--- src/rtl/leaf_out_packetizer_pkg.sv ---
// Shared definitions for the leaf egress packetizer.
// Packet layout, MSB to LSB: {valid, dest_leaf, dest_port, addr, payload}.
// Field offsets come from a layout function, so every parameterisation
// shares the same packing code. The *_BIT/*_LSB constants give the offsets
// for the default configuration (5/4/7/32, 49-bit packet).
package leaf_out_packetizer_pkg;

  localparam int MAX_PACKET_BITS = 128;
  typedef logic [MAX_PACKET_BITS-1:0] wide_packet_t;

  typedef struct packed {
    int valid_bit;
    int leaf_lsb;
    int port_lsb;
    int addr_lsb;
  } packet_layout_t;

  function automatic packet_layout_t packet_layout(input int leaf_bits, input int port_bits,
                                                   input int addr_bits, input int payload_bits);
    packet_layout_t l;
    l.addr_lsb  = payload_bits;
    l.port_lsb  = payload_bits + addr_bits;
    l.leaf_lsb  = l.port_lsb + port_bits;
    l.valid_bit = l.leaf_lsb + leaf_bits;
    return l;
  endfunction

  localparam packet_layout_t DEFAULT_LAYOUT = packet_layout(5, 4, 7, 32);
  localparam int VALID_BIT = DEFAULT_LAYOUT.valid_bit;
  localparam int LEAF_LSB  = DEFAULT_LAYOUT.leaf_lsb;
  localparam int PORT_LSB  = DEFAULT_LAYOUT.port_lsb;
  localparam int ADDR_LSB  = DEFAULT_LAYOUT.addr_lsb;

  // One extra bit so the counter can hold the full buffer depth.
  function automatic int credit_bits(input int bram_addr_bits);
    return bram_addr_bits + 1;
  endfunction

  function automatic bit packet_bits_ok(input int packet_bits, input int leaf_bits,
                                        input int port_bits, input int addr_bits,
                                        input int payload_bits);
    return packet_bits == 1 + leaf_bits + port_bits + addr_bits + payload_bits;
  endfunction

  // Field values must already be zero-extended to 64 bits.
  function automatic wide_packet_t make_packet(input packet_layout_t l,
                                               input logic [63:0] leaf, input logic [63:0] port,
                                               input logic [63:0] addr, input logic [63:0] payload);
    return (wide_packet_t'(1)       << l.valid_bit) |
           (wide_packet_t'(leaf)    << l.leaf_lsb)  |
           (wide_packet_t'(port)    << l.port_lsb)  |
           (wide_packet_t'(addr)    << l.addr_lsb)  |
            wide_packet_t'(payload);
  endfunction

endpackage

--- src/rtl/leaf_out_packetizer_rr_arbiter.sv ---
// Round-robin arbiter. Grants the first requester at or after the pointer,
// wrapping, and moves the pointer to one past the winner.
// Ports: clk, reset (async active-low), en (grant allowed this cycle),
//        req (requests), grant (one-hot or zero), grant_idx, grant_any.
module rr_arbiter #(
  parameter  int NUM_REQ = 7,
  localparam int IDX_W   = (NUM_REQ > 1) ? $clog2(NUM_REQ) : 1
) (
  input  logic               clk,
  input  logic               reset,
  input  logic               en,
  input  logic [NUM_REQ-1:0] req,
  output logic [NUM_REQ-1:0] grant,
  output logic [IDX_W-1:0]   grant_idx,
  output logic               grant_any
);

  logic [IDX_W-1:0] ptr;
  logic [IDX_W-1:0] cand;

  always_comb begin
    // NOTE: every output gets a default before the search loop, otherwise
    // the paths that skip an assignment would infer latches.
    grant     = '0;
    grant_idx = '0;
    grant_any = 1'b0;
    cand      = '0;
    for (int k = 0; k < NUM_REQ; k++) begin
      cand = IDX_W'((int'(ptr) + k) % NUM_REQ);
      if (en && !grant_any && req[cand]) begin
        grant_any = 1'b1;
        grant_idx = cand;
      end
    end
    if (grant_any) grant = NUM_REQ'(1) << grant_idx;
  end

  always_ff @(posedge clk or negedge reset) begin
    // NOTE: state registers use non-blocking assignments so every flop
    // samples the pre-edge values regardless of statement order.
    if (!reset) begin
      ptr <= '0;
    end else if (grant_any) begin
      ptr <= (int'(grant_idx) == NUM_REQ - 1) ? '0 : grant_idx + 1'b1;
    end
  end

endmodule

--- src/rtl/leaf_out_packetizer.sv ---
// Leaf user-to-BFT egress stage. Arbitrates NUM_OUT_PORTS valid/ack user
// streams round-robin; each granted word becomes one packet
// {1, dest_leaf, dest_port, addr, payload} presented on the next cycle.
// Ports:
//   clk, reset (async active-low)
//   din_leaf_user2interface  user payloads, port i at slice i
//   vld_user2interface       per-port valid
//   ack_interface2user       per-port ack (combinational, one-hot or zero)
//   cfg_we/cfg_port/cfg_dest destination table write; also enables the port
//   credit_vld/credit_port   credit return (+FREESPACE_UPDATE_SIZE, saturating)
//   resend                   freezes the held packet and blocks new grants
//   dout_leaf_interface2bft  packet, MSB = valid, all-zero when idle
module leaf_out_packetizer
  import leaf_out_packetizer_pkg::*;
#(
  parameter int PACKET_BITS           = 49,
  parameter int PAYLOAD_BITS          = 32,
  parameter int NUM_LEAF_BITS         = 5,
  parameter int NUM_PORT_BITS         = 4,
  parameter int NUM_ADDR_BITS         = 7,
  parameter int NUM_OUT_PORTS         = 7,
  parameter int NUM_BRAM_ADDR_BITS    = 7,
  parameter int FREESPACE_UPDATE_SIZE = 64
) (
  input  logic                                  clk,
  input  logic                                  reset,
  input  logic [NUM_OUT_PORTS*PAYLOAD_BITS-1:0] din_leaf_user2interface,
  input  logic [NUM_OUT_PORTS-1:0]              vld_user2interface,
  output logic [NUM_OUT_PORTS-1:0]              ack_interface2user,
  input  logic                                  cfg_we,
  input  logic [NUM_PORT_BITS-1:0]              cfg_port,
  input  logic [NUM_LEAF_BITS+NUM_PORT_BITS-1:0] cfg_dest,
  input  logic                                  credit_vld,
  input  logic [NUM_PORT_BITS-1:0]              credit_port,
  input  logic                                  resend,
  output logic [PACKET_BITS-1:0]                dout_leaf_interface2bft
);

  localparam int PTR_W      = (NUM_OUT_PORTS > 1) ? $clog2(NUM_OUT_PORTS) : 1;
  localparam int CREDIT_W   = credit_bits(NUM_BRAM_ADDR_BITS);
  localparam int CREDIT_MAX = 2 ** NUM_BRAM_ADDR_BITS;
  localparam int DEST_W     = NUM_LEAF_BITS + NUM_PORT_BITS;
  localparam packet_layout_t LAYOUT =
    packet_layout(NUM_LEAF_BITS, NUM_PORT_BITS, NUM_ADDR_BITS, PAYLOAD_BITS);

  if (!packet_bits_ok(PACKET_BITS, NUM_LEAF_BITS, NUM_PORT_BITS, NUM_ADDR_BITS, PAYLOAD_BITS))
  begin : g_bad_packet_bits
    $error("PACKET_BITS does not match the sum of the packet fields");
  end

  logic [NUM_OUT_PORTS-1:0] enable, eligible, grant;
  logic [CREDIT_W-1:0]      credit     [NUM_OUT_PORTS];
  logic [CREDIT_W-1:0]      credit_nxt [NUM_OUT_PORTS];
  logic [NUM_ADDR_BITS-1:0] addr       [NUM_OUT_PORTS];
  logic [DEST_W-1:0]        dest       [NUM_OUT_PORTS];
  logic [PTR_W-1:0]         grant_idx;
  logic                     grant_any;
  logic [PACKET_BITS-1:0]   hold, pkt_next;
  logic [DEST_W-1:0]        dest_sel;
  logic [PAYLOAD_BITS-1:0]  payload_sel;
  int                       credit_sum;

  always_comb begin
    for (int i = 0; i < NUM_OUT_PORTS; i++) begin
      eligible[i] = vld_user2interface[i] & enable[i] & (credit[i] != '0);
    end
  end

  // Grants are blocked while resend holds the output; otherwise the held
  // packet drains this cycle, so a new one can be captured behind it.
  rr_arbiter #(.NUM_REQ(NUM_OUT_PORTS)) u_rr_arbiter (
    .clk       (clk),
    .reset     (reset),
    .en        (~resend),
    .req       (eligible),
    .grant     (grant),
    .grant_idx (grant_idx),
    .grant_any (grant_any)
  );

  assign ack_interface2user = grant;

  always_comb begin
    dest_sel    = dest[grant_idx];
    payload_sel = din_leaf_user2interface[int'(grant_idx)*PAYLOAD_BITS +: PAYLOAD_BITS];
    pkt_next    = PACKET_BITS'(make_packet(LAYOUT,
                    64'(dest_sel[DEST_W-1:NUM_PORT_BITS]),
                    64'(dest_sel[NUM_PORT_BITS-1:0]),
                    64'(addr[grant_idx]),
                    64'(payload_sel)));
  end

  // Send and return on the same port net out before saturating.
  always_comb begin
    credit_sum = 0;
    for (int i = 0; i < NUM_OUT_PORTS; i++) begin
      credit_sum = int'(credit[i]);
      if (grant[i]) credit_sum = credit_sum - 1;
      if (credit_vld && credit_port == NUM_PORT_BITS'(i))
        credit_sum = credit_sum + FREESPACE_UPDATE_SIZE;
      if (credit_sum > CREDIT_MAX) credit_sum = CREDIT_MAX;
      credit_nxt[i] = CREDIT_W'(credit_sum);
    end
  end

  always_ff @(posedge clk or negedge reset) begin
    if (!reset) begin
      hold   <= '0;
      enable <= '0;
      // NOTE: these per-port arrays are a handful of flops, not a RAM, and
      // must start at zero, so resetting them is intended.
      for (int i = 0; i < NUM_OUT_PORTS; i++) begin
        credit[i] <= '0;
        addr[i]   <= '0;
        dest[i]   <= '0;
      end
    end else begin
      if (!resend) hold <= grant_any ? pkt_next : '0;
      for (int i = 0; i < NUM_OUT_PORTS; i++) begin
        credit[i] <= credit_nxt[i];
        if (grant[i]) addr[i] <= addr[i] + 1'b1;
        // Out-of-range cfg_port never matches, so such writes are dropped.
        if (cfg_we && cfg_port == NUM_PORT_BITS'(i)) begin
          dest[i]   <= cfg_dest;
          enable[i] <= 1'b1;
        end
      end
    end
  end

  assign dout_leaf_interface2bft = resend ? '0 : hold;

endmodule
--- config.mk ---
export PLATFORM = sky130hd
export DESIGN_NAME = leaf_out_packetizer
export DESIGN_NICKNAME = d
export VERILOG_FILES = /design/src/rtl/leaf_out_packetizer_pkg.sv /design/src/rtl/leaf_out_packetizer_rr_arbiter.sv /design/src/rtl/leaf_out_packetizer.sv
export SDC_FILE = /design/constraint.sdc
export NUM_CORES = 1
export LEC_CHECK = 0
export BUFFER_PORTS_ARGS = -buffer_cell sky130_fd_sc_hd__buf_2
export CAP_MARGIN = 5
export CORE_UTILIZATION = 61
export DETAILED_ROUTE_END_ITERATION = 12
export PLACE_DENSITY = 0.87
export SLEW_MARGIN = 20
export SYNTH_ARGS = -nofsm -noshare
export SYNTH_HDL_FRONTEND = slang
export SYNTH_SLANG_ARGS = --single-unit
--- constraint.sdc ---
create_clock -name clk -period 16.3 [get_ports clk]
set_input_delay 3.26 -clock clk [delete_from_list [all_inputs] [get_ports clk]]
set_output_delay 3.26 -clock clk [all_outputs]
set_load 0.02 [all_outputs]
Yosys cells after proc, flatten, opt, wreduce, memory -nomap -nowiden
Cells that the tools add are included.
- bits in read-only memories: 0
- memories kept: 0
- bits in writable memories: 0
- register bits: 227
- bits in latches: 0
- bits of input ports: 253
- output and inout bits: 56
- bitwise operators: 19
- $mul: 0
- magnitude comparators: 15
- equality and inequality tests: 13
- div/mod/pow operators: 7
- reduce and logical (&&, ||, !) cells: 42
- shift-type cells: 2
- multiplexer cells: 59
- $add $sub $neg: 28
- operators with widths (cell ; number):
    $mux W32 ; 14
    $add A32 B8 Y32 const B ; 7
    $gt A32 B9 Y1 const B ; 7
    $shiftx A224 B9 Y32 ; 1
    $mod A32 B4 Y32 const B ; 6
    $mux W49 ; 2
    $sub A8 B1 Y9 const B ; 7
    $mux W8 ; 7
    $reduce_bool A8 Y1 ; 7
    $add A7 B1 Y7 const B ; 7
    $or A49 B32 Y49 ; 1
    $or A49 B39 Y49 ; 1
    $or A49 B43 Y49 ; 1
    $mod A4 B4 Y32 const B ; 1
    $lt A3 B4 Y1 const B ; 7
    $bmux W9 S3 ; 1
    $logic_and A1 B1 Y1 ; 27
    $eq A4 B3 Y1 const B ; 6
    $mux W3 ; 8
    $bmux W1 S3 ; 7
    $bmux W7 S3 ; 1
    $mux W7 ; 3
    $mux W9 ; 2
    $eq A4 B2 Y1 const B ; 4
    14 further kinds ; 50

Logic depth before layout (Yosys ltp)
Gate-level depths: netlist of the first run.
- word-level depth: 38
- depth in mapped cells: 38

Hierarchy
Synthesis of the first run repeated with hierarchy kept, for this count alone.
- cells, all modules: 1679
- area, all modules: 16444.5 um2
- by module, submodules not included (module ; area each (um2) ; cells each ; instances):
    leaf_out_packetizer ; 13669.4 ; 1311 ; 1
    rr_arbiter ; 2775.2 ; 368 ; 1

Least setup slack after synthesis of the first run
No wires, ideal clock.
- path kind: input port to output port
- start: input port vld_user2interface[6]
- end: output port ack_interface2user[3]
- cell stages on the path: 17
- data arrival time: 6.952 ns
- path slack: 6.088 ns
- path through: nand2_1 -> a31oi_1 -> a22oi_1 -> a221oi_1 -> and2_1 -> clkbuf_1 -> a211oi_1 -> o311ai_1 -> a21o_1 -> clkbuf_1 -> clkbuf_1 -> clkbuf_1 -> nor2_1 -> ha_1 -> nand2_1 -> inv_1 -> buf_1
- word-level cells in the longest chain between the ends: 32
- ends and longest elaborated chain (element ; line ; source):
    start: declaration ; leaf_out_packetizer.sv:28 ; input logic [NUM_OUT_PORTS-1:0] vld_user2interface,
    $and A1 B1 Y1 * (2 in a row) ; leaf_out_packetizer.sv:65 ; eligible[i] = vld_user2interface[i] & enable[i] & (credit[i] != '0);
    $bmux W1 S3 ; leaf_out_packetizer_rr_arbiter.sv:30 ; if (en && !grant_any && req[cand]) begin
    $mux W1 (not written as such) ; leaf_out_packetizer_rr_arbiter.sv:30 ;
    $logic_and A1 B1 Y1 ; leaf_out_packetizer_rr_arbiter.sv:30 ;
    $mux W1 ; leaf_out_packetizer_rr_arbiter.sv:30 ;
    $logic_not A1 Y1 ; leaf_out_packetizer_rr_arbiter.sv:30 ;
    $logic_and A1 B1 Y1 (2 in a row) ; leaf_out_packetizer_rr_arbiter.sv:30 ;
    $mux W1 ; leaf_out_packetizer_rr_arbiter.sv:30 ;
    [... 12 more ...] ; n/a ;
    $logic_not A1 Y1 ; leaf_out_packetizer_rr_arbiter.sv:30 ;
    $logic_and A1 B1 Y1 (2 in a row) ; leaf_out_packetizer_rr_arbiter.sv:30 ;
    $mux W1 ; leaf_out_packetizer_rr_arbiter.sv:30 ;
    $logic_not A1 Y1 ; leaf_out_packetizer_rr_arbiter.sv:30 ;
    $logic_and A1 B1 Y1 (2 in a row) ; leaf_out_packetizer_rr_arbiter.sv:30 ;
    $mux W3 ; leaf_out_packetizer_rr_arbiter.sv:30 ;
    $shl A1 B3 Y7 ; leaf_out_packetizer_rr_arbiter.sv:35 ; if (grant_any) grant = NUM_REQ'(1) << grant_idx;
    $mux W7 * ; leaf_out_packetizer_rr_arbiter.sv:35 ;
    end: declaration ; leaf_out_packetizer.sv:29 ; output logic [NUM_OUT_PORTS-1:0] ack_interface2user,
Every way passes the cells marked *; elsewhere a longest branch is shown, timed or not. The select of a mux whose other input is x is not followed.

Worst setup path in the final report of the first run
- start: register u_rr_arbiter.ptr[1]
- end: output port ack_interface2user[5]
- word-level cells in the longest chain between the ends: 31
- ends and longest elaborated chain (element ; line ; source):
    start: declaration ; leaf_out_packetizer_rr_arbiter.sv:18 ; logic [IDX_W-1:0] ptr;
    start signal: assignment ; leaf_out_packetizer_rr_arbiter.sv:44 ; ptr <= (int'(grant_idx) == NUM_REQ - 1) ? '0 : grant_idx + 1'b1;
    branches (longest 30 deep; another with $mod A32 B4 Y32) ; n/a ;
    $mux W7 * ; leaf_out_packetizer_rr_arbiter.sv:35 ;
Every way passes the cells marked *. The select of a mux whose other input is x is not followed.

==> flow_summary.toml, run 1 <==
[run_status]
status = "finished, final reports clean"

[yosys]
synth_area_per_cell_um2 = 8.82
ys_seq_elements = 227
synth_area_leaders = "dfrtp_1 36%, mux2i_1 6.9%, nand2_1 6.7%, ha_1 5.3%, mux2_2 5.1%"
synth-edff-count = 0
yosysTopAreaCell = "dfrtp_1"
synth_cells = 1812
yosysWarnings = 0
syn_area_mm2 = 0.0160
ys_seq_area_share_pct = 35.5
synth_cell_type_count = 93
async_reset_ff_share_pct = 100
post-synth-top-area-fraction_pct = 35.5
ys.flop_type = "dfrtp_1"

[clocking]
cts_tree = "done"
clkTransAtPathRegs_ps = 60
ctsHtreeMaxLevel = 1
cts_buffers = 24
cts_root_buf = "clkbuf_16"
cts_hold_buf = 0
cts.path.max_buffers = 3
cts_setup_buffers = 0
post_cts_resize_count = 0
clkSinkCount = 227
insertion_delay_ps = 550

[floorplan]
num_io_pins = 309
dieArea_mm2 = 0.0268
start_util_pct = 62.7
die_w_um = 164
core_mm2 = 0.0255
placementRows = 58
die_y_um = 164

[timing]
drv_slew = 0
holdWs_ps = 471
worst_slack_ps = 4750
relSlewSlack_pct = 23.9
hold_violations = 0
finalSetupTns_ps = 0
period_share_pct = 70.9
finalCriticalPeriod_ps = 11550
fin_skew_ps = 37.7
rsz0062_at_grt = "false"
tightest_slew_ps = 1140
fmax_mhz = 86.6
finalSetupViolCount = 0

[drt]
ant_nets = 0
wl_per_cell_um = 19.6
routed_wl_um = 47900
drt_iter0_markers = 1530
avgViaCountPerCell = 6.20
routed-via-count = 15100
dr.pass1.iters = 6
route.detailed.drc = 0

[setup_path]
path_cells = "inv_1, ha_1, xnor2_1, ha_1, ha_1, a31oi_1, xnor2_1, ha_1, nand2_1, and4_1, o22ai_1, mux2i_1, a211oi_1, a2111oi_0, or2_2, nand3_1, a31oi_4, clkinv_2, buf_4, nor3_2, buf_2"
worstSetupPathType = "flop to output port"
crit_path_end_kind = "output port"
cp_slowest_stage_delay_ps = 900
slowest_stage = "nor3_2"
path_max_fanout = 72
required_ps = 13040
cp-start-kind = "flop"
path_common_cell = "ha_1"
critPathArrivalTime_ps = 8290

[place]
dp.cells = 2397
hpwl_um = 34300
pre_cts_ws_ps = 5110
gp_congestion = 0.984
port_buffers = 308

[job]
drv_cap = 0

[layout]
nNetsFinal = 2414
syn_to_final_growth_pct = 16.6
finalNonFillerCells = 2441
drive_above_1_share_pct = 23.1

[global_route]
overflow = 0
grt_start_max_net_pins = 108
track_usage_pct = 35.3
antenna_found_initial = 3
grt_pass1_wl_um = 74400
grt_pass1_vias = 14600

[worst_hold_path]
holdCritPathClass = "flop to flop"
synth_stat cells (22+ instances only):
master and n:
nand2_1 284, nor3_1 35, a22o_1 40, nand3_1 84
mux2i_1 110, nor2_1 107, ha_1 68, xor2_1 46
mux2_2 73, buf_1 24, clkbuf_1 63, xnor2_1 61
o21ai_0 66, a211oi_1 22, dfrtp_1 227, inv_1 52
nor2b_1 57, a21oi_1 117
per-stage QoR:
step	util (%)	area [um2]
finish	73.1	18600
global route	73.1	18600
CTS	73.1	18600
detailed placement	70.0	17800
global placement	70.0	17800
floorplan	-	16100
cell type report:
class	instances	area, um2
repair buffers	330	1720
flip-flops and latches	227	5680
multi-input cells	1453	9810
diodes	4	10.0
clock buffers	36	726
inverters	57	215
well taps	330	413
clock inverters	4	50.0
fillers	1856	6850
cell usage in the layout (no fill, tap or decap), types with 5 or more instances in the layout:
| master | Yosys | routed |
|---|---|---|
| buf_2 | 13 | 306 |
| nand2_1 | 284 | 284 |
| dfrtp_1 | 227 | 227 |
| a21oi_1 | 117 | 117 |
| mux2i_1 | 110 | 110 |
| nor2_1 | 107 | 106 |
| nand3_1 | 84 | 84 |
| mux2_2 | 73 | 73 |
| ha_1 | 68 | 68 |
| o21ai_0 | 66 | 66 |
| xnor2_1 | 61 | 61 |
| nor2b_1 | 57 | 57 |
| inv_1 | 52 | 52 |
| xor2_1 | 46 | 46 |
| a22o_1 | 40 | 40 |
| nor3_1 | 35 | 34 |
| conb_1 | 2 | 30 |
| clkbuf_16 | 0 | 24 |
| buf_4 | 1 | 23 |
| a211oi_1 | 22 | 22 |
| nand4_1 | 20 | 20 |
| a31oi_1 | 18 | 18 |
| nor4_1 | 14 | 13 |
| nand2b_1 | 12 | 12 |
| nor3b_1 | 11 | 11 |
| a21o_1 | 11 | 10 |
| and2_1 | 8 | 8 |
| nand3b_1 | 8 | 8 |
| clkbuf_8 | 0 | 8 |
| nor4b_1 | 6 | 6 |
| o211ai_1 | 6 | 6 |
| a2111oi_0 | 6 | 6 |
| nand4b_1 | 6 | 6 |
| o22ai_1 | 6 | 6 |
| or3_1 | 6 | 6 |
| or2_2 | 6 | 6 |
| and3_1 | 6 | 6 |
| a41oi_1 | 5 | 5 |
registers in the layout, summed over array words and instances, names as in the netlist:
| signal | flops |
|---|---|
| addr | 49 |
| credit | 56 |
| dest | 63 |
| enable | 7 |
| hold | 49 |
| u_rr_arbiter.ptr | 3 |
cells by family after synthesis:
family                     after synthesis  share of synthesized area (%)
xor gates and xnor gates               108                           5.97
AOI/OAI and AO/OA                      364                           15.4
adders and majority gates               68                           5.32
DFF                                    227                           35.5
other                                    2                         0.0470
muxes                                  186                           12.5
and+or+nand+nor                        697                           21.3
buffers and inverters                  160                           3.98
layer usage:
layer | part of all wire [%] | global-route usage, %
met1 | 40 | 45.4
met2 | 48 | 58.2
met3 | 8.4 | 6.04
met4 | 3.8 | 16.2
met5 | 0 | 0
path summary, 6_finish.rpt:
kind / startpoint / end / slack, ps / depth (start not counted)
max in group asynchronous: reset / hold[16] / 12070 / 2
max reg2reg: u_rr_arbiter.ptr[1] / credit[15] / 6160 / 34
min: addr[6] / addr[6] / 470 / 1
max: u_rr_arbiter.ptr[1] / ack_interface2user[5] / 4750 / 21
min in group asynchronous: reset / hold[23] / 2760 / 1
min reg2reg: addr[6] / addr[6] / 470 / 1
critical path, delay by kind of cell, from the launching register on:
kind | cells | cell delay (ps)
buf+inv | 4 | 1680
simple gates | 5 | 1590
compound gates | 5 | 1440
fa+ha+maj | 4 | 1150
xor+xnor | 2 | 720
flops | 1 | 680
mux | 1 | 460
Power of run 1 is left out: the tool's default activity adds up to more than one toggle a clock period on the data nets, which glitch-free logic cannot reach.
==> run 2, diff against run 1 <==
--- a/config.mk
+++ b/config.mk
@@ -7,9 +7,9 @@
 export LEC_CHECK = 0
 export BUFFER_PORTS_ARGS = -buffer_cell sky130_fd_sc_hd__buf_2
 export CAP_MARGIN = 5
-export CORE_UTILIZATION = 61
+export CORE_UTILIZATION = 51
 export DETAILED_ROUTE_END_ITERATION = 12
-export PLACE_DENSITY = 0.87
+export PLACE_DENSITY = 0.77
 export SLEW_MARGIN = 20
 export SYNTH_ARGS = -nofsm -noshare
 export SYNTH_HDL_FRONTEND = slang
==> constraint.sdc (replaced) <==
create_clock -name clk -period 10.5 [get_ports clk]
set_input_delay 2.1 -clock clk [delete_from_list [all_inputs] [get_ports clk]]
set_output_delay 2.1 -clock clk [all_outputs]
set_load 0.02 [all_outputs]
==> run 2 against run 1 <==
Against the previous run: cell area up 0.87%; die area up 19%; first-iteration DRC count down 21%; cell count up 2.7%; global-route usage down 7.8 points; clock skew down 20 ps; core utilization down 12 points; via count down 3.5%; routed wire length down 5.0%; critical path depth up 2; clock-buffer cell count unchanged.
==> flow_summary.toml, run 2 (synthesized netlist as in run 1, its figures left out) <==
[run_status]
status = "finished, final reports clean"

[clocking]
insertion_delay_ps = 530
cts.path.max_buffers = 3
post_cts_resize_count = 0
cts_setup_buffers = 0
cts_root_buf = "clkbuf_16"
clkSinkCount = 227
cts_buffers = 25
cts_hold_buf = 0
ctsHtreeMaxLevel = 1
clkTransAtPathRegs_ps = 60
cts_tree = "done"

[layout]
reg_top3 = "dest x63, credit x56"
drive_above_1_share_pct = 23.4
largest_reg_flops = 63
nNetsFinal = 2415
syn_to_final_growth_pct = 17.6
regMostFlops = "dest"
layout_common_cells = "306 x buf_2, 284 x nand2_1, 227 x dfrtp_1, 117 x a21oi_1, 110 x mux2i_1"
num_antenna_cells = 0
layout_commonest_cell = "buf_2"
fillers = 2615

[job]
drv_cap = 0

[setup_path]
cp-start-kind = "flop"
worstSetupPathType = "flop to output port"
path_max_fanout = 74
required_ps = 8400
critPathArrivalTime_ps = 7660
crit_path_end_kind = "output port"

[timing]
tightest_slew_ps = 1090
finalSetupTns_ps = 0
fin_skew_ps = 18.0
drv_slew = 0
hold_violations = 0
finalCriticalPeriod_ps = 9760
fmax_mhz = 102
holdWs_ps = 464
finalSetupViolCount = 0
rsz0062_at_grt = "false"
relSlewSlack_pct = 26.8
period_share_pct = 92.9

[floorplan]
die_w_um = 179
num_io_pins = 309
core_mm2 = 0.0307
die_y_um = 179
dieArea_mm2 = 0.0320
placementRows = 64
start_util_pct = 52.1

[drt]
routed-via-count = 14600
routed_wl_um = 45500
dr.pass1.iters = 5
ant_nets = 0
avgViaCountPerCell = 5.82
wl_per_cell_um = 18.1
route.detailed.drc = 0
drt_iter0_markers = 1211

[worst_hold_path]
holdCritPathClass = "flop to flop"

[global_route]
track_usage_pct = 27.5
overflow = 0
grt_start_max_net_pins = 133
grt_pass1_wl_um = 69700
grt_pass1_vias = 13800
antenna_found_initial = 1

[place]
port_buffers = 308
hpwl_um = 32500
gp_congestion = 0.946
==> run 2: stage by stage <==
step	setup WS (ps)	util [%]	instances	cell area (um2)
2_1_floorplan	1750	-	1840	16100
3_3_place_gp	1790	58.5	2463	17900
3_5_place_dp	1460	58.5	2463	17900
4_1_cts	889	61.3	2508	18800
5_1_grt	159	61.3	2508	18800
6_report	741	61.3	2508	18800
==> run 2: worst paths after layout <==
path | from | end | slack [ps] | cells past startpoint
max | u_rr_arbiter.ptr[1] | ack_interface2user[2] | 740 | 23
min | addr[6] | addr[6] | 460 | 1
max reg2reg | u_rr_arbiter.ptr[1] | credit[37] | 1600 | 31
min reg2reg | addr[6] | addr[6] | 460 | 1
max in group asynchronous | reset | addr[39] | 7440 | 2
min in group asynchronous | reset | dest[15] | 1600 | 1
==> run 2: routing by layer <==
layer	up-vias	share of wire, %	track usage (%)
li1	6967	-	-
met1	7040	42	35.7
met2	501	47	45.6
met3	95	6.8	4.50
met4	2	3.7	10.9
met5	-	0.029	0
==> run 2: critical path: stages, from the launching register on <==
cell and delay, ps:
dfrtp_1 720, inv_1 270, ha_1 330, xnor2_1 440, ha_1 250, ha_1 280
a31oi_1 90, xnor2_1 210, ha_1 290, nand2_1 80, and4_1 210, o22ai_1 170
mux2i_1 460, a211oi_1 80, a2111oi_0 630, nor2_1 210, a31oi_1 290, a31oi_4 210
clkinv_2 90, buf_4 330, buf_4 640, nand3_2 330, inv_2 210, buf_2 220
==> run 2: cell type report <==
| type | count | area [um2] | share of cell area (%) |
|---|---|---|---|
| flip-flops and latches | 227 | 5680 | 30.2 |
| multi-input cells | 1453 | 9810 | 52.2 |
| clock buffers | 36 | 737 | 3.92 |
| repair buffers | 330 | 1730 | 9.22 |
| clock inverters | 9 | 116 | 0.619 |
| well taps | 396 | 495 | 2.64 |
| inverters | 57 | 215 | 1.15 |
Power of run 2 is left out for the same reason.
